`config.mk`:
```
export PLATFORM = sky130hd
export DESIGN_NAME = axil_master
export DESIGN_NICKNAME = d
export VERILOG_FILES = /design/src/rtl/axil_pkg.sv /design/src/rtl/axil_watchdog.sv /design/src/rtl/axil_master.sv
export SDC_FILE = /design/constraint.sdc
export NUM_CORES = 1
export LEC_CHECK = 0
export ABC_AREA = 1
export CORE_MARGIN = 2
export CORE_UTILIZATION = 39
export DETAILED_ROUTE_END_ITERATION = 8
export MAX_ROUTING_LAYER = met4
export PLACE_DENSITY = 0.84
export REMOVE_ABC_BUFFERS = 1
export SYNTH_ARGS = -nofsm -noshare
export SYNTH_HDL_FRONTEND = slang
export SYNTH_SLANG_ARGS = --single-unit
```
`constraint.sdc`:
```
create_clock -name clock -period 1.9 [get_ports clock]
set_input_delay 0.285 -clock clock [delete_from_list [all_inputs] [get_ports clock]]
set_output_delay 0.285 -clock clock [all_outputs]
set_load 0.01 [all_outputs]
```
`src/rtl/axil_pkg.sv`:
```
// Shared definitions for the AXI4-Lite master: FSM state encoding and default widths.
package axil_pkg;

  localparam int unsigned AXIL_ADDR_W         = 32;
  localparam int unsigned AXIL_DATA_W         = 32;
  localparam int unsigned AXIL_TIMEOUT_CYCLES = 256;

  typedef enum logic [2:0] {
    ST_IDLE,
    ST_WRITE,
    ST_WRESP,
    ST_RADDR,
    ST_RDATA
  } axil_state_e;

endpackage

```
`src/rtl/axil_watchdog.sv`:
```
// Per-phase watchdog for axil_master: counts cycles spent in the current busy state.
// Only built when AXIL_MASTER_TIMEOUT_EN is defined.
`ifdef AXIL_MASTER_TIMEOUT_EN
module axil_watchdog #(
  parameter int unsigned LIMIT = 256
) (
  input  logic clock_i,
  input  logic reset_ni,
  input  logic active_i,
  input  logic enter_i,
  output logic expired_o
);

  localparam int unsigned CNT_W = $clog2(LIMIT + 1);

  logic [CNT_W-1:0] cnt_q, cnt_d;

  always_comb begin
    cnt_d = cnt_q;
    if (enter_i) begin
      cnt_d = '0;
    end else if (active_i) begin
      cnt_d = cnt_q + CNT_W'(1);
    end
  end

  always_ff @(posedge clock_i or negedge reset_ni) begin
    if (!reset_ni) begin
      cnt_q <= '0;
    end else begin
      cnt_q <= cnt_d;
    end
  end

  // Expiry is flagged in the cycle the counter would reach LIMIT, so a phase lasts LIMIT cycles.
  assign expired_o = active_i && (cnt_q == CNT_W'(LIMIT - 1));

endmodule
`endif

```
`src/rtl/axil_master.sv`:
```
// Single-outstanding AXI4-Lite master bridging a simple request/response port.
// Optional watchdog abort enabled by defining AXIL_MASTER_TIMEOUT_EN.
module axil_master
  import axil_pkg::*;
#(
  parameter int unsigned ADDR_W         = AXIL_ADDR_W,
  parameter int unsigned DATA_W         = AXIL_DATA_W,
  parameter int unsigned TIMEOUT_CYCLES = AXIL_TIMEOUT_CYCLES
) (
  input  logic                clock,
  input  logic                reset,
  input  logic                req_valid,
  output logic                req_ready,
  input  logic                req_write,
  input  logic [ADDR_W-1:0]   req_addr,
  input  logic [DATA_W-1:0]   req_wdata,
  input  logic [DATA_W/8-1:0] req_wstrb,
  output logic                rsp_valid,
  output logic [DATA_W-1:0]   rsp_rdata,
  output logic                rsp_err,
  output logic                AWVALID,
  input  logic                AWREADY,
  output logic [ADDR_W-1:0]   AWADDR,
  output logic                WVALID,
  input  logic                WREADY,
  output logic [DATA_W-1:0]   WDATA,
  output logic [DATA_W/8-1:0] WSTRB,
  input  logic                BVALID,
  output logic                BREADY,
  output logic                ARVALID,
  input  logic                ARREADY,
  output logic [ADDR_W-1:0]   ARADDR,
  input  logic                RVALID,
  output logic                RREADY,
  input  logic [DATA_W-1:0]   RDATA
);

  localparam int unsigned STRB_W = DATA_W / 8;

  axil_state_e state_q, state_d;

  logic [ADDR_W-1:0] addr_q, addr_d;
  logic [DATA_W-1:0] wdata_q, wdata_d;
  logic [STRB_W-1:0] wstrb_q, wstrb_d;
  logic [DATA_W-1:0] rdata_q, rdata_d;
  logic              aw_done_q, aw_done_d;
  logic              w_done_q, w_done_d;
  logic              rsp_valid_q, rsp_valid_d;
  logic              run_q;

  logic accept, aw_hs, w_hs, b_hs, ar_hs, r_hs;
  logic timeout, timeout_fire;

  assign accept = req_valid & req_ready;
  assign aw_hs  = AWVALID & AWREADY;
  assign w_hs   = WVALID & WREADY;
  assign b_hs   = BVALID & BREADY;
  assign ar_hs  = ARVALID & ARREADY;
  assign r_hs   = RVALID & RREADY;

  // A finishing B/R handshake takes priority over an expiry in the same cycle.
  assign timeout_fire = timeout & ~b_hs & ~r_hs;

  always_ff @(posedge clock or negedge reset) begin
    if (!reset) begin
      state_q <= ST_IDLE;
    end else begin
      state_q <= state_d;
    end
  end

  always_comb begin
    state_d = state_q;
    unique case (state_q)
      ST_IDLE: begin
        if (accept) begin
          state_d = req_write ? ST_WRITE : ST_RADDR;
        end
      end
      ST_WRITE: begin
        if ((aw_done_q | aw_hs) & (w_done_q | w_hs)) begin
          state_d = ST_WRESP;
        end
      end
      ST_WRESP: begin
        if (b_hs) begin
          state_d = ST_IDLE;
        end
      end
      ST_RADDR: begin
        if (ar_hs) begin
          state_d = ST_RDATA;
        end
      end
      ST_RDATA: begin
        if (r_hs) begin
          state_d = ST_IDLE;
        end
      end
      default: state_d = ST_IDLE;
    endcase
    if (timeout_fire) begin
      state_d = ST_IDLE;
    end
  end

  // VALID/READY come straight from state so reset and abort drop them without extra flops.
  always_comb begin
    req_ready = run_q & (state_q == ST_IDLE) & ~rsp_valid_q;
    AWVALID   = (state_q == ST_WRITE) & ~aw_done_q;
    WVALID    = (state_q == ST_WRITE) & ~w_done_q;
    BREADY    = (state_q == ST_WRESP);
    ARVALID   = (state_q == ST_RADDR);
    RREADY    = (state_q == ST_RDATA);
    AWADDR    = addr_q;
    ARADDR    = addr_q;
    WDATA     = wdata_q;
    WSTRB     = wstrb_q;
    rsp_valid = rsp_valid_q;
    rsp_rdata = rdata_q;
  end

  always_comb begin
    addr_d      = addr_q;
    wdata_d     = wdata_q;
    wstrb_d     = wstrb_q;
    rdata_d     = rdata_q;
    aw_done_d   = aw_done_q;
    w_done_d    = w_done_q;
    rsp_valid_d = b_hs | r_hs | timeout_fire;
    if (accept) begin
      addr_d    = req_addr;
      wdata_d   = req_wdata;
      wstrb_d   = req_wstrb;
      aw_done_d = 1'b0;
      w_done_d  = 1'b0;
    end else begin
      if (aw_hs) begin
        aw_done_d = 1'b1;
      end
      if (w_hs) begin
        w_done_d = 1'b1;
      end
    end
    if (r_hs) begin
      rdata_d = RDATA;
    end
  end

  always_ff @(posedge clock or negedge reset) begin
    if (!reset) begin
      addr_q      <= '0;
      wdata_q     <= '0;
      wstrb_q     <= '0;
      rdata_q     <= '0;
      aw_done_q   <= 1'b0;
      w_done_q    <= 1'b0;
      rsp_valid_q <= 1'b0;
      run_q       <= 1'b0;
    end else begin
      addr_q      <= addr_d;
      wdata_q     <= wdata_d;
      wstrb_q     <= wstrb_d;
      rdata_q     <= rdata_d;
      aw_done_q   <= aw_done_d;
      w_done_q    <= w_done_d;
      rsp_valid_q <= rsp_valid_d;
      run_q       <= 1'b1;
    end
  end

`ifdef AXIL_MASTER_TIMEOUT_EN
  logic rsp_err_q;

  axil_watchdog #(
    .LIMIT(TIMEOUT_CYCLES)
  ) u_watchdog (
    .clock_i  (clock),
    .reset_ni (reset),
    .active_i (state_q != ST_IDLE),
    .enter_i  ((state_d != state_q) && (state_d != ST_IDLE)),
    .expired_o(timeout)
  );

  // Aborting drops VALID mid-handshake, which AXI forbids; accepted to free a hung bus.
  always_ff @(posedge clock or negedge reset) begin
    if (!reset) begin
      rsp_err_q <= 1'b0;
    end else begin
      rsp_err_q <= timeout_fire;
    end
  end

  assign rsp_err = rsp_err_q;
`else
  assign timeout = 1'b0;
  assign rsp_err = 1'b0;
`endif

endmodule

```
==> out/results.tsv, run 1 <==
stage	metric	value	unit
sta	fmax	544.2	MHz
setup_path	cp-end-kind	output port	
cts	clkTransAtPathRegs	0.07	ns
grt	grt_first_pass_wirelength	20.06	mm
placement	place_inst	799	
floorplanning	die_w	111.3	um
layout	antennaDiodeCount	0	
cts	clock-sinks	107	
setup_path	crit_arrival	1.55	ns
layout	drive_gt1_frac	0.1027	
routing	dr_wl_met3	1.071	mm
grt	grt_usage	0.2084	
grt	grt_pass1_vias	3895	
yosys	synthesis.area	4488	um2
setup_path	r2r-start	state_q[1]	
yosys	synth_flop_cell	dfrtp_1	
grt	grt_max_degree	62	
grt	overflow	0	
floorplanning	start_util	0.3964	
placement	placed_cell_area	6910	um2
cts	cts-root-buf	clkbuf_16	
sta	timing.final.ws_setup	0.06253	ns
yosys	ys.warnings.count	0	
routing	dr_wl_met2	6.238	mm
yosys	synth_area_leaders	dfrtp_1 60%, nand2_1 13%, mux2_2 8.0%	
pwr	finalPower	11.08	mW
routing	viasPerCell	4.826	
layout	finalNonFillerCells	815	
grt	antenna_found_initial	0	
layout	syn2layout_area_growth	60.97	%
routing	drt-initial-drc-count	205	
yosys	synth_top_area_frac	0.5966	
setup_path	reg2reg_depth	8	
setup_path	crit_required	1.62	ns
layout	n_fill_cell	930	
yosys	synth.most_common_cell	nand2_1	
sta	fin_crit	1.837	ns
setup_path	worstSetupStartpointType	flip-flop	
routing	drt_pass1_iterations	5	
sta	setup_violations	0	
cts	cts_max_level	3	
pwr	p_per_area	1534	nW/um2
layout	fin_util	0.6382	
yosys	avgSynthCellArea	9.886	um2
cts	cts_tree	built	
yosys	synthTopCellsByCount	152 x nand2_1, 107 x dfrtp_1, 70 x nand3_1	
floorplanning	io_pins	249	
routing	route.detailed.drc	0	
setup_path	critical_path_class	reg2out	
routing	drtAntennaViolNets	0	
cts	numCtsBuffers	9	
cts	insertion_delay	0.33	ns
yosys	yosys.area.top_type	dfrtp_1	
min_path	hold_class	in2async	
status	outcome	finished clean	
routing	wl_per_cell	15.52	um
pwr	ir_drop	874.8	uV
routing	wl_met1	5.132	mm
sta	fin_crit_sh	0.9671	
yosys	seq_area_frac_synth	0.5966	
yosys	synth-seq-cells	107	
yosys	synthArstFlopShare	1.000	
yosys	synth_edf_count	0	
placement	gp_congestion	0.8363	
cts	clk_path_buf_depth	2	
placement	place_ws	0.1244	ns
sta	finClkSkew	0.007394	ns
yosys	synth_cells	454	
sta	maxSlewViolCount	0	
layout	finalInstanceArea	7224	um2
yosys	ys_types	16	
placement	port_buffers	247	
pwr	power.leakage	3.440	nW
setup_path	r2r_end	WDATA[30]	
routing	top_layer	met4	
placement	dp_hpwl	9.400	mm
routing	dr_total_vias	3933	
routing	postRouteWirelength	12.65	mm
floorplanning	die_h	111.3	um
setup_path	r2r_slack	0.20	ns
floorplanning	rows	39	
layout	final_nets	777	
sta	hold_viol_final	0	
floorplanning	dieArea	12380	um2
flow_run	maxCapViolCount	0	
floorplanning	coreArea	11320	um2
setup_path	cp_max_fo	5	
## how the worst max path moves through the flow
stage,from,to,cells after the start
after floorplan,state_q[0],ARADDR[0],6
after global placement,state_q[1],req_ready,4
after detailed placement,state_q[2],WVALID,5
final,state_q[2],WVALID,5
after CTS,state_q[2],WVALID,5
after global routing,state_q[1],ARADDR[4],8
## layout make-up
type                    count  area (um2)  area share
clock inverters             4       51.30    0.007101
clock buffers              11       242.7     0.03360
flip-flops and latches    107        2678      0.3706
repair buffers            262        2610      0.3613
inverters                  14       52.55    0.007274
multi-input cells         274        1411      0.1954
well taps                 143       178.9     0.02477
## kinds of logic (layout without fill, tap and decap cells)
kind of cell,after synthesis,after routing,share of synthesized area
buf+inv,73,291,0.09283
compound gates,2,2,0.002787
flops,107,107,0.5966
other cells,2,2,0.001673
simple gates,238,238,0.2258
mux,32,32,0.08029
## sequential cells by signal, indices dropped and copies added (netlist names)
| register | cells |
|---|---|
| state_q | 3 |
| rsp_rdata | 32 |
| run_q | 1 |
| rsp_valid | 1 |
| WSTRB | 4 |
| aw_done_q | 1 |
| WDATA | 32 |
| ARADDR | 32 |
| w_done_q | 1 |
## worst max-delay path, cell delays in order (launching register included)
cell	delay, ns
dfrtp_1	0.44
inv_1	0.11
buf_4	0.14
nand3_2	0.12
nor2_2	0.14
dlygate4sd2_1	0.28
## per-layer routing
metal | vias to the layer above | track usage
li1 | 1850 | -
met1 | 1850 | 0.2524
met2 | 214 | 0.3504
met3 | 19 | 0.04483
met4 | 0 | 0.06667
met5 | - | -
## layout by cell type, fill, tap and decap left out, types with 2 or more instances in the layout
master           netlist  final
nor2_1                 6      5
mux2_2                32     32
clkbuf_16              0      9
nand2_1              152    152
nand4_1                6      6
dlygate4sd2_1          0      5
nand3_1               70     69
buf_12                 0      3
conb_1                 2      2
dfrtp_1              107    107
nor3_2                 0      2
inv_1                 14     14
clkdlybuf4s50_1        0    239
buf_4                 35     11
## power by group
part	internal, mW	switching (mW)
clock network	1.05	0.773
registers	3.28	0.690
logic	3.02	2.26
total	7.36	3.72
## timing repair
action,4_1_cts,5_1_grt
hold buffers,1,0
hold endpoints to repair,23,0
gates cloned,0,0
buffers inserted,0,0
resized for setup,9,4
endpoints found under the setup margin,6,15
## stage by stage
step / hold slack [ns] / setup TNS [ns]
final: 0.4012 / 0
after global routing: 0.4142 / -0.00008527
after CTS: 0.3960 / 0
after detailed placement: 0.2177 / 0
after global placement: 0.2099 / 0
after floorplan: -0.01059 / -97.29
Power figures use the tool's default switching activity.
==> run 2: changes to the inputs <==
--- a/config.mk
+++ b/config.mk
@@ -7,4 +7,5 @@
 export LEC_CHECK = 0
 export ABC_AREA = 1
+export CORE_ASPECT_RATIO = 0.6
 export CORE_MARGIN = 2
 export CORE_UTILIZATION = 39
==> constraint.sdc (replaced) <==
create_clock -name clock -period 1.9 [get_ports clock]
set_input_delay 0.285 -clock clock [delete_from_list [all_inputs] [get_ports clock]]
set_output_delay 0.285 -clock clock [all_outputs]
set_load 0.05 [all_outputs]
==> out/results.tsv, run 2 (synthesis gave the netlist of run 1 again) <==
stage	metric	value	unit	change
status	outcome	finished clean		
setup_path	path_cells	clkdlybuf4s50_1		
sta	fin_crit	1.848	ns	+0.01033 ns
layout	final_nets	778		+0.13%
layout	finalNonFillerCells	817		+0.25%
setup_path	worstSetupStartpointType	flip-flop		
floorplanning	rows	30		-23%
cts	clkTransAtPathRegs	0.07	ns	about the same
sta	maxSlewViolCount	0		unchanged
placement	gp_congestion	0.8266		-1.2%
layout	register_area	2678	um2	unchanged
placement	place_inst	797		-0.25%
layout	syn2layout_area_growth	63.45	%	
min_path	hold_class	in2reg		
setup_path	r2r-start	state_q[1]		
sta	finClkSkew	0.01002	ns	+0.002628 ns
grt	grt_first_pass_wirelength	20.10	mm	+0.20%
sta	fmax	541.2	MHz	-0.56%
pwr	switchingPower	7.831	mW	+110%
sta	hold_viol_final	0		unchanged
pwr	ir_drop	1206	uV	+38%
pwr	internal_power	7.609	mW	+3.4%
flow_run	maxCapViolCount	0		unchanged
placement	port_buffers	247		unchanged
setup_path	crit_slowest_cell	clkdlybuf4s50_1		
routing	route.detailed.drc	0		unchanged
layout	antennaDiodeCount	0		unchanged
sta	setup_violations	0		unchanged
min_path	hold_path_startpoint	req_valid		
pwr	power_frac_comb	0.619		+0.142
pwr	power.leakage	3.530	nW	+2.6%
routing	drtAntennaViolNets	0		unchanged
floorplanning	coreArea	11260	um2	-0.53%
routing	wl_per_cell	16.09	um	+3.7%
cts	cts-root-buf	clkbuf_16		
setup_path	critical_path_class	reg2out		
cts	clock-sinks	107		unchanged
cts	numCtsBuffers	9		unchanged
floorplanning	start_util	0.3986		+0.002114
sta	fin_crit_sh	0.9725		+0.005435
grt	grt_pass1_vias	3877		-0.46%
grt	overflow	0		unchanged
layout	multiInputGateArea	1401	um2	-0.71%
floorplanning	die_w	142.5	um	+28%
setup_path	cp_top_family	buffers and inverters		
cts	insertion_delay	0.34	ns	about the same
pwr	finalPower	15.44	mW	+39%
sta	max_slew_margin	0.6370		
cts	cts_tree	built		
pwr	p_clk_frac	0.125		-0.040
setup_path	cp-end-kind	output port		
sta	tightest_slew	0.5427	ns	
grt	grt_max_degree	47		-24%
layout	drive_gt1_frac	0.1114		+0.008763
setup_path	cp_max_fo	3		-2
pwr	swShare	0.5072		+0.1711
layout	n_fill_cell	873		-6.1%
routing	viasPerCell	4.846		+0.41%
setup_path	crit_required	1.62	ns	about the same
routing	dr_total_vias	3959		+0.66%
floorplanning	io_pins	249		unchanged
setup_path	worst-path-buf-inv	1		-2
routing	drt-initial-drc-count	129		-37%
routing	drt_pass1_iterations	5		unchanged
layout	final_cell_mix	233 x clkdlybuf4s50_1, 151 x nand2_1, 107 x dfrtp_1		
floorplanning	die_h	87.10	um	-22%
setup_path	cp_slowest_stage_delay	0.82	ns	+0.38 ns
placement	dp_hpwl	9.747	mm	+3.7%
setup_path	crit_arrival	1.56	ns	about the same
grt	grt_usage	0.2169		+0.008471
setup_path	critPathLaunch	ARADDR[16]		
layout	final_common_cell	clkdlybuf4s50_1		
pwr	p_per_area	2105	nW/um2	+37%
pwr	p_seq_frac	0.256		-0.103
cts	clk_path_buf_depth	2		unchanged
floorplanning	dieArea	12410	um2	+0.23%
grt	antenna_found_initial	0		unchanged
routing	postRouteWirelength	13.15	mm	+4.0%
cts	cts_max_level	3		unchanged
## run 2: cell count changes in the layout (fill, tap and decap cells not counted), sizes merged
cell	change
buf	+7
bufbuf	+1
bufinv	+1
clkbuf	-2
clkdlybuf4s50	-6
clkinv	+1
clkinvlp	-1
dlygate4sd2	-4
dlymetal6s2s	+4
## run 2: power by group through the flow
stage	Sequential, mW	Clock [mW]	Combinational (mW)
2_1_floorplan	8.35	0	1.43
3_3_place_gp	3.91	0	9.33
3_5_place_dp	3.98	0	9.47
4_1_cts	3.96	1.99	9.62
5_1_grt	4.07	2.08	9.96
6_report	3.95	1.93	9.55
## run 2: metrics by stage
stage | util | setup TNS (ns) | cell area, um2 | hold slack (ns) | setup WS [ns]
3_3_place_gp | 0.6169 | 0 | 6947 | 0.2761 | 0.3518
6_report | 0.6514 | 0 | 7336 | 0.4393 | 0.05220
5_1_grt | 0.6514 | -0.004616 | 7336 | 0.4507 | -0.004616
4_1_cts | 0.6499 | 0 | 7318 | 0.4343 | 0.001376
2_1_floorplan | - | -137.03 | 4124 | -0.01059 | -1.770
3_5_place_dp | 0.6169 | 0 | 6947 | 0.2789 | 0.2884
## run 2: area by class of cell
type                       count  share of cell area
clock inverter                 5             0.01075
tap                          144             0.02456
multi-input combinational    274              0.1910
clock buffer                  10             0.03121
inverter                      14            0.007164
timing repair buffer         263              0.3703
sequential                   107              0.3650
## run 2: path summary, 6_finish.rpt
kind,to,slack [ns],cells past startpoint
setup / recovery,AWADDR[16],0.05,1
hold / removal,ARADDR[27],0.44,3
setup reg to reg,ARADDR[2],0.14,8
hold reg to reg,WDATA[9],0.47,2
max in group asynchronous,ARADDR[31],0.86,3
min in group asynchronous,WDATA[9],0.45,2
## run 2: repair_timing
action	CTS	global route
resized for setup	2	6
hold buffers	1	0
gates cloned	1	0
buffers inserted	3	0
endpoints found under the setup margin	2	28
endpoints found under the hold margin	33	0
pin swaps	1	1
## run 2: per-layer routing
layer / wire [um] / track usage / share of wire / vias to the layer above
met2: 6719 / 0.3711 / 0.51 / 170
met4: 102 / 0.04590 / 0.0078 / 0
met5: 0 / - / 0 / -
met1: 5385 / 0.2735 / 0.41 / 1930
met3: 942 / 0.04013 / 0.072 / 12
li1: - / - / - / 1847
==> run 3: changes to the inputs <==
GPL_TIMING_DRIVEN = 0   (was unset)
==> out/results.tsv, run 3 (synthesis gave the netlist of run 1 again) <==
stage	metric	value	unit	change
cts	clk_path_buf_depth	2		unchanged
setup_path	cp-end-kind	output port		
sta	max_slew_margin	0.5249		-0.1121
layout	antennaDiodeCount	0		unchanged
grt	antenna_found_initial	0		unchanged
sta	rsz0062_at_grt	true		
setup_path	r2r_slack	0.19	ns	+0.05 ns
routing	postRouteWirelength	12.59	mm	-4.3%
layout	drive_gt1_frac	0.1078		-0.003657
floorplanning	die_w	142.5	um	unchanged
layout	final_cell_mix	237 x clkdlybuf4s50_1, 150 x nand2_1, 105 x dfrtp_1		
sta	timing.final.ws_setup	0.04980	ns	-0.002405 ns
routing	drt-initial-drc-count	118		-8.5%
grt	grt_usage	0.2071		-0.009770
routing	drtAntennaViolNets	0		unchanged
sta	fmax	540.5	MHz	-0.13%
layout	syn2layout_area_growth	62.25	%	
routing	route.detailed.drc	0		unchanged
layout	n_fill_cell	890		+1.9%
sta	hold_slack	0.4717	ns	+0.03242 ns
floorplanning	coreArea	11260	um2	unchanged
pwr	p_per_area	2102	nW/um2	-0.11%
layout	final_nets	773		-0.64%
layout	final_common_cell	clkdlybuf4s50_1		
setup_path	reg2reg_depth	8		unchanged
pwr	ir_drop	1357	uV	+13%
status	outcome	finished clean		
grt	grt_first_pass_wirelength	19.64	mm	-2.3%
floorplanning	start_util	0.3986		unchanged
grt	overflow	0		unchanged
flow_run	maxCapViolCount	0		unchanged
pwr	power.leakage	3.458	nW	-2.0%
setup_path	crit_required	1.62	ns	about the same
layout	finalNonFillerCells	812		-0.61%
floorplanning	io_pins	249		unchanged
cts	clock-sinks	107		unchanged
min_path	whs_path_depth	2		-1
placement	place_ws	-1.207	ns	-1.495 ns
min_path	hold_path_startpoint	WDATA[23]		
cts	clkTransAtPathRegs	0.07	ns	about the same
layout	finalInstanceArea	7282	um2	-0.73%
floorplanning	rows	30		unchanged
routing	drt_pass1_iterations	4		-1
sta	setup_violations	0		unchanged
floorplanning	dieArea	12410	um2	unchanged
routing	wl_per_cell	15.50	um	-3.7%
cts	numCtsBuffers	9		unchanged
sta	finClkSkew	0.01219	ns	+0.002169 ns
sta	hold_viol_final	0		unchanged
layout	fin_util	0.6467		-0.004777
floorplanning	die_h	87.10	um	unchanged
sta	maxSlewViolCount	0		unchanged
cts	cts-root-buf	clkbuf_16		
placement	place_inst	790		-0.88%
setup_path	critical_path_class	reg2out		
setup_path	r2r_end	ARADDR[21]		
setup_path	r2r-start	state_q[0]		
cts	cts_tree	built		
setup_path	worstSetupStartpointType	flip-flop		
min_path	hold_class	reg2reg		
grt	grt_pass1_vias	3816		-1.6%
grt	grt_max_degree	72		+53%
placement	placed_cell_area	6872	um2	-1.1%
routing	dr_total_vias	3897		-1.6%
placement	gp_congestion	0.8609		+4.1%
setup_path	cp_max_fo	15		+12
placement	port_buffers	247		unchanged
cts	cts_max_level	3		unchanged
setup_path	crit_arrival	1.57	ns	about the same
routing	viasPerCell	4.799		-0.96%
sta	fin_crit_sh	0.9738		+0.001266
placement	dp_hpwl	9.100	mm	-6.6%
min_path	min_to	WDATA[23]		
sta	fin_crit	1.850	ns	+0.002405 ns
sta	tightest_slew	0.7126	ns	+0.1699 ns
cts	insertion_delay	0.33	ns	about the same
setup_path	critPathLaunch	state_q[0]		
==> run 3: cell count changes in the layout (fill, tap and decap cells not counted), moves of 2 or more <==
cell / previous run / this run
nand2_2: 2 / 0
buf_16: 0 / 3
dfrtp_2: 0 / 2
buf_4: 13 / 5
buf_12: 9 / 3
clkdlybuf4s50_1: 233 / 237
nand2_4: 0 / 2
dlymetal6s2s_1: 4 / 1
dfrtp_1: 107 / 105
buf_2: 1 / 5
==> run 3: worst max-delay path, cell delays in order, from the launching register on <==
cell,delay [ns]
dfrtp_2,0.44
nor2_4,0.14
nand2_4,0.07
nor3_4,0.15
buf_12,0.15
buf_16,0.14
buf_12,0.14
==> run 3: worst max-delay path by stage <==
stage                     to  slack (ns)
2_1_floorplan      ARADDR[0]       -1.77
3_3_place_gp   rsp_rdata[11]       -3.41
3_5_place_dp      ARADDR[21]       -1.21
4_1_cts            req_ready       -0.11
5_1_grt            req_ready      -0.006
6_report           req_ready        0.05
==> run 3: through the flow <==
| stage | total power [mW] | setup TNS, ns |
|---|---|---|
| global placement | 13.07 | -568.98 |
| floorplan | 9.773 | -137.03 |
| detailed placement | 13.36 | -94.39 |
| finish | 15.31 | 0 |
| global route | 16.02 | -0.006304 |
| CTS | 15.35 | -0.1099 |
==> run 3: cell type report <==
| class | count | area, um2 | share of cell area |
|---|---|---|---|
| clock buffers | 11 | 242.7 | 0.03333 |
| clock inverters | 4 | 51.30 | 0.007045 |
| inverters | 14 | 52.55 | 0.007216 |
| multi-input cells | 274 | 1430 | 0.1964 |
| flip-flops and latches | 107 | 2680 | 0.3680 |
| well taps | 144 | 180.2 | 0.02474 |
| repair buffers | 258 | 2645 | 0.3632 |
==> run 3: report_power, final <==
| part | internal, mW | total (mW) | switching, mW |
|---|---|---|---|
| registers | 3.29 | 3.95 | 0.667 |
| clock network | 1.05 | 1.84 | 0.791 |
| logic | 3.14 | 9.51 | 6.37 |
==> run 3: routing by layer <==
metal,share of wire,global-route usage
met5,0,-
met4,0.0057,0.03330
met3,0.060,0.04563
met2,0.49,0.3405
met1,0.44,0.2719
==> run 3: what timing repair did <==
action,CTS,global route
hold buffers,1,0
gates cloned,0,1
setup buffers,2,3
setup endpoints to repair,111,38
hold endpoints to repair,46,0
resized for setup,35,12
pin swaps,1,2
==> variant 1 (flow settings as in run 3) <==
`AXIL_DATA_W`: 32 -> 40.
--- a/src/rtl/axil_pkg.sv
+++ b/src/rtl/axil_pkg.sv
@@ -4,3 +4,3 @@
   localparam int unsigned AXIL_ADDR_W         = 32;
-  localparam int unsigned AXIL_DATA_W         = 32;
+  localparam int unsigned AXIL_DATA_W         = 40;
   localparam int unsigned AXIL_TIMEOUT_CYCLES = 256;
Interface: changed (6 resized); port bits go from 249 to 283. No check against the original RTL was run, so the function may have changed too.
==> variant 1 against run 3 <==
  * Hold slack worse by 0.056 ns
  * Clock skew down 0.0017 ns
  * Critical path depth shrank 5
  * Clock power up 89%
  * Die area is 14% higher
  * Setup slack worse by 0.018 ns
  * Final cell count up 16%
  * Power rose by 22%
  * Sequential cell count rose by 17
  * Routed wire length grew 28%
  * Final area rose by 21%
  * Non-clock buffer count rose by 37
  * First-iteration DRC count grew 42%
  * Synthesized area up 15%
  * Largest cell class is now buffers
  * Highest routed layer unchanged
==> variant 1: results (changes against run 3) <==
GRT Util Overall - 23.1% (+2.4 points)
Outcome - complete, no violations
DP Area - 7900 sq um (+15%)
Post-synthesis sequential area ratio - 60.4% (+0.70 points)
Nonclk buf count - 295 (+14%)
Clk Latency, worst-skew pair - 0.41 ns (+0.08 ns)
Metal3 WL - 1080 microns (+43%)
Worst setup path start - rsp_rdata[14]
Flop2flop setup slack - 0.09 ns (-0.10 ns)
Fill cell count - 945 (+6.2%)
Worst flop-to-flop path endpoint - WDATA[16]
Tightest Pin Transition - 0.901 ns (+0.189 ns)
Routability congestion estimate - 0.807 (-6.2%)
Synth top area cells - dfrtp_1, nand2_1, mux2_2
Netlist cell types - 17 (+1)
Sw frac - 49.7% (-1.4 points)
Fin Hold WS - 0.416 ns (-0.0561 ns)
Seq area share - 35.3% (-1.5 points)
FF+latch count - 124 (+16%)
Global-route wire length before repair - 25000 microns (+27%)
Final nets - 888 (+15%)
Met3 GRT Util - 5.94% (+1.4 points)
Initial DRC count - 167 (+42%)
Delay-heaviest family, CP - buffers and inverters
Vias in the first global route - 4759 (+25%)
DR vias - 4570 (+17%)
P&R area growth vs syn - 71.3%
Final Skew - 0.0105 ns (-0.00168 ns)
CP max stage cell - clkdlybuf4s50_1
variant 1: cell types whose count changed after synthesis, sizes merged:
cell,run 3,this run
mux2,32,40
dfrtp,107,124
clkbuf,15,17
nand3,70,79
buf,44,46
nand2,153,171
variant 1: power by group through the flow:
stage          clock [uW]  combinational, uW  sequential [uW]
4_1_cts              3530              10700             4560
2_1_floorplan           0               1610             9520
6_report             3480              10600             4540
3_3_place_gp            0              10400             4500
5_1_grt              3690              11100             4690
3_5_place_dp            0              10600             4580
variant 1: cell families (layout without fill, tap and decap cells):
logic type / count (synthesis) / in the layout / synth area share (%)
DFF: 124 / 124 / 60.4
buffers and inverters: 77 / 341 / 8.59
other: 2 / 2 / 0.146
AOI/OAI and AO/OA: 2 / 2 / 0.243
and+or+nand+nor: 265 / 266 / 21.9
muxes: 40 / 40 / 8.76
variant 1: timing repair:
item	in CTS	in global routing
cloned	2	0
buffers inserted	6	2
pin swaps	2	3
gates resized for setup	74	77
endpoints found under the hold margin	59	0
hold buffers	1	0
endpoints found under the setup margin	162	149
==> variant 2 (settings of run 3) <==
Without the edit above. `addr_q` no longer has a reset.
--- a/src/rtl/axil_master.sv
+++ b/src/rtl/axil_master.sv
@@ -151,3 +151,2 @@
     if (!reset) begin
-      addr_q      <= '0;
       wdata_q     <= '0;
@@ -160,3 +159,2 @@
     end else begin
-      addr_q      <= addr_d;
       wdata_q     <= wdata_d;
@@ -169,2 +167,6 @@
     end
+  end
+
+  always_ff @(posedge clock) begin
+    addr_q <= addr_d;
   end
Formal check against the unedited RTL: differs if reset is asserted again (counterexample within 4 cycles, from zero or initial values and one cycle with reset low); with reset held inactive, the same outputs for 10 cycles.
==> variant 2 against run 3 <==
  * Synthesized area down 6.6%
  * Synthesized cell count down 24%
  * Power down 23%
  * Fmax up 0.58%
  * Sequential cell count unchanged
  * Final area down 5.2%
  * Combinational power down 34%
  * Die area down 6.3%
  * Utilization up 0.91 points
  * Setup slack better by 0.011 ns
  * Routed wire length down 7.6%
  * Critical endpoint is now AWADDR[23]
==> variant 2: results (changes against run 3) <==
Outcome - complete, no violations
Peak VDD IR - 0.974 mV (-28%)
R2R cell count - 6 (-2)
Largest net degree at the start of global routing - 66 (-8.3%)
Crit path capture - AWADDR[23]
Final nets - 673 (-13%)
Inst Count DP - 687 (-13%)
Tightest Pin Transition - 0.559 ns (-0.154 ns)
Final Skew - 0.00451 ns (-0.00768 ns)
Routability congestion estimate - 0.896 (+4.0%)
Netlist cell types - 20 (+4)
Synth cell count leaders - nand2_1, dfrtp_1, buf_4, edfxtp_1, mux2_2
Drt wl/cell - 16.4 microns (+6.0%)
Post-synthesis sequential area ratio - 67.7% (+8.0 points)
Warnings, synthesis - 0 (unchanged)
Vias in the first global route - 3163 (-17%)
Crit-path max FO - 2 (-13)
Initial DRC count - 132 (+12%)
Place WS - -1.04 ns (+0.164 ns)
CP peak stage delay - 0.83 ns (+0.39 ns)
Crit path arrival time - 1.55 ns (-0.02 ns)
Fraction of registers with async set/reset - 70.1% (-30 points)
Clk root buf - clkbuf_16
RR Startpoint - state_q[2]
Worst setup margin - 0.0605 ns (+0.0107 ns)
Worst setup path start - ARADDR[23]
Number of enable flip-flop cells after synthesis - 32 (+32)
Fin Hold WS - 0.333 ns (-0.139 ns)
Delay-heaviest family, CP - buffers and inverters
Worst flop-to-flop path endpoint - ARADDR[16]
Postcts setup bufs - 0 (-2)
Syn Inst Count - 344 (-24%)
Fraction of layout cells with a size suffix above 1 - 12.0% (+1.2 points)
Via density - 4.52 (-5.8%)
Synth top area cells - dfrtp_1, edfxtp_1, nand2_1
Global-route wire length before repair - 17100 microns (-13%)
Flop2flop setup slack - 0.13 ns (-0.06 ns)
CP max stage cell - clkdlybuf4s50_1
Static leakage - 0.00304 uW (-12%)
GRT Util Overall - 20.1% (-0.63 points)
Hold Crit Class - primary input to asynchronous set/reset pin
Detailed Route WL - 11600 microns (-7.6%)
DP Area - 6530 sq um (-5.0%)
DP HPWL - 8360 microns (-8.2%)
==> variant 2: kinds of logic after synthesis <==
| group | after synthesis | synth area share, % |
|---|---|---|
| compound gates | 2 | 0.298 |
| buf+inv | 59 | 9.43 |
| flops | 107 | 67.7 |
| mux | 32 | 8.59 |
| other cells | 2 | 0.179 |
| simple gates | 142 | 13.8 |
==> variant 2: final cells by class <==
cell class / count / area (sq um)
well taps: 139 / 174
multi-input cells: 179 / 991
repair inverters: 1 / 16.3
clock inverters: 5 / 45.0
clock buffers: 11 / 253
inverters: 15 / 82.6
fillers: 771 / 3620
flip-flops and latches: 107 / 2840
repair buffers: 251 / 2500
==> variant 2: where the power goes <==
group,switching [uW],internal (uW)
clock,832,980
combinational,4230,2080
sequential,439,3190
total,5500,6240
==> variant 2: routing by layer <==
metal  global-route usage (%)  wire, microns
met1                     24.4           4910
met2                     34.6           5960
met3                     4.41            687
met4                     4.27             76
met5                        -              0
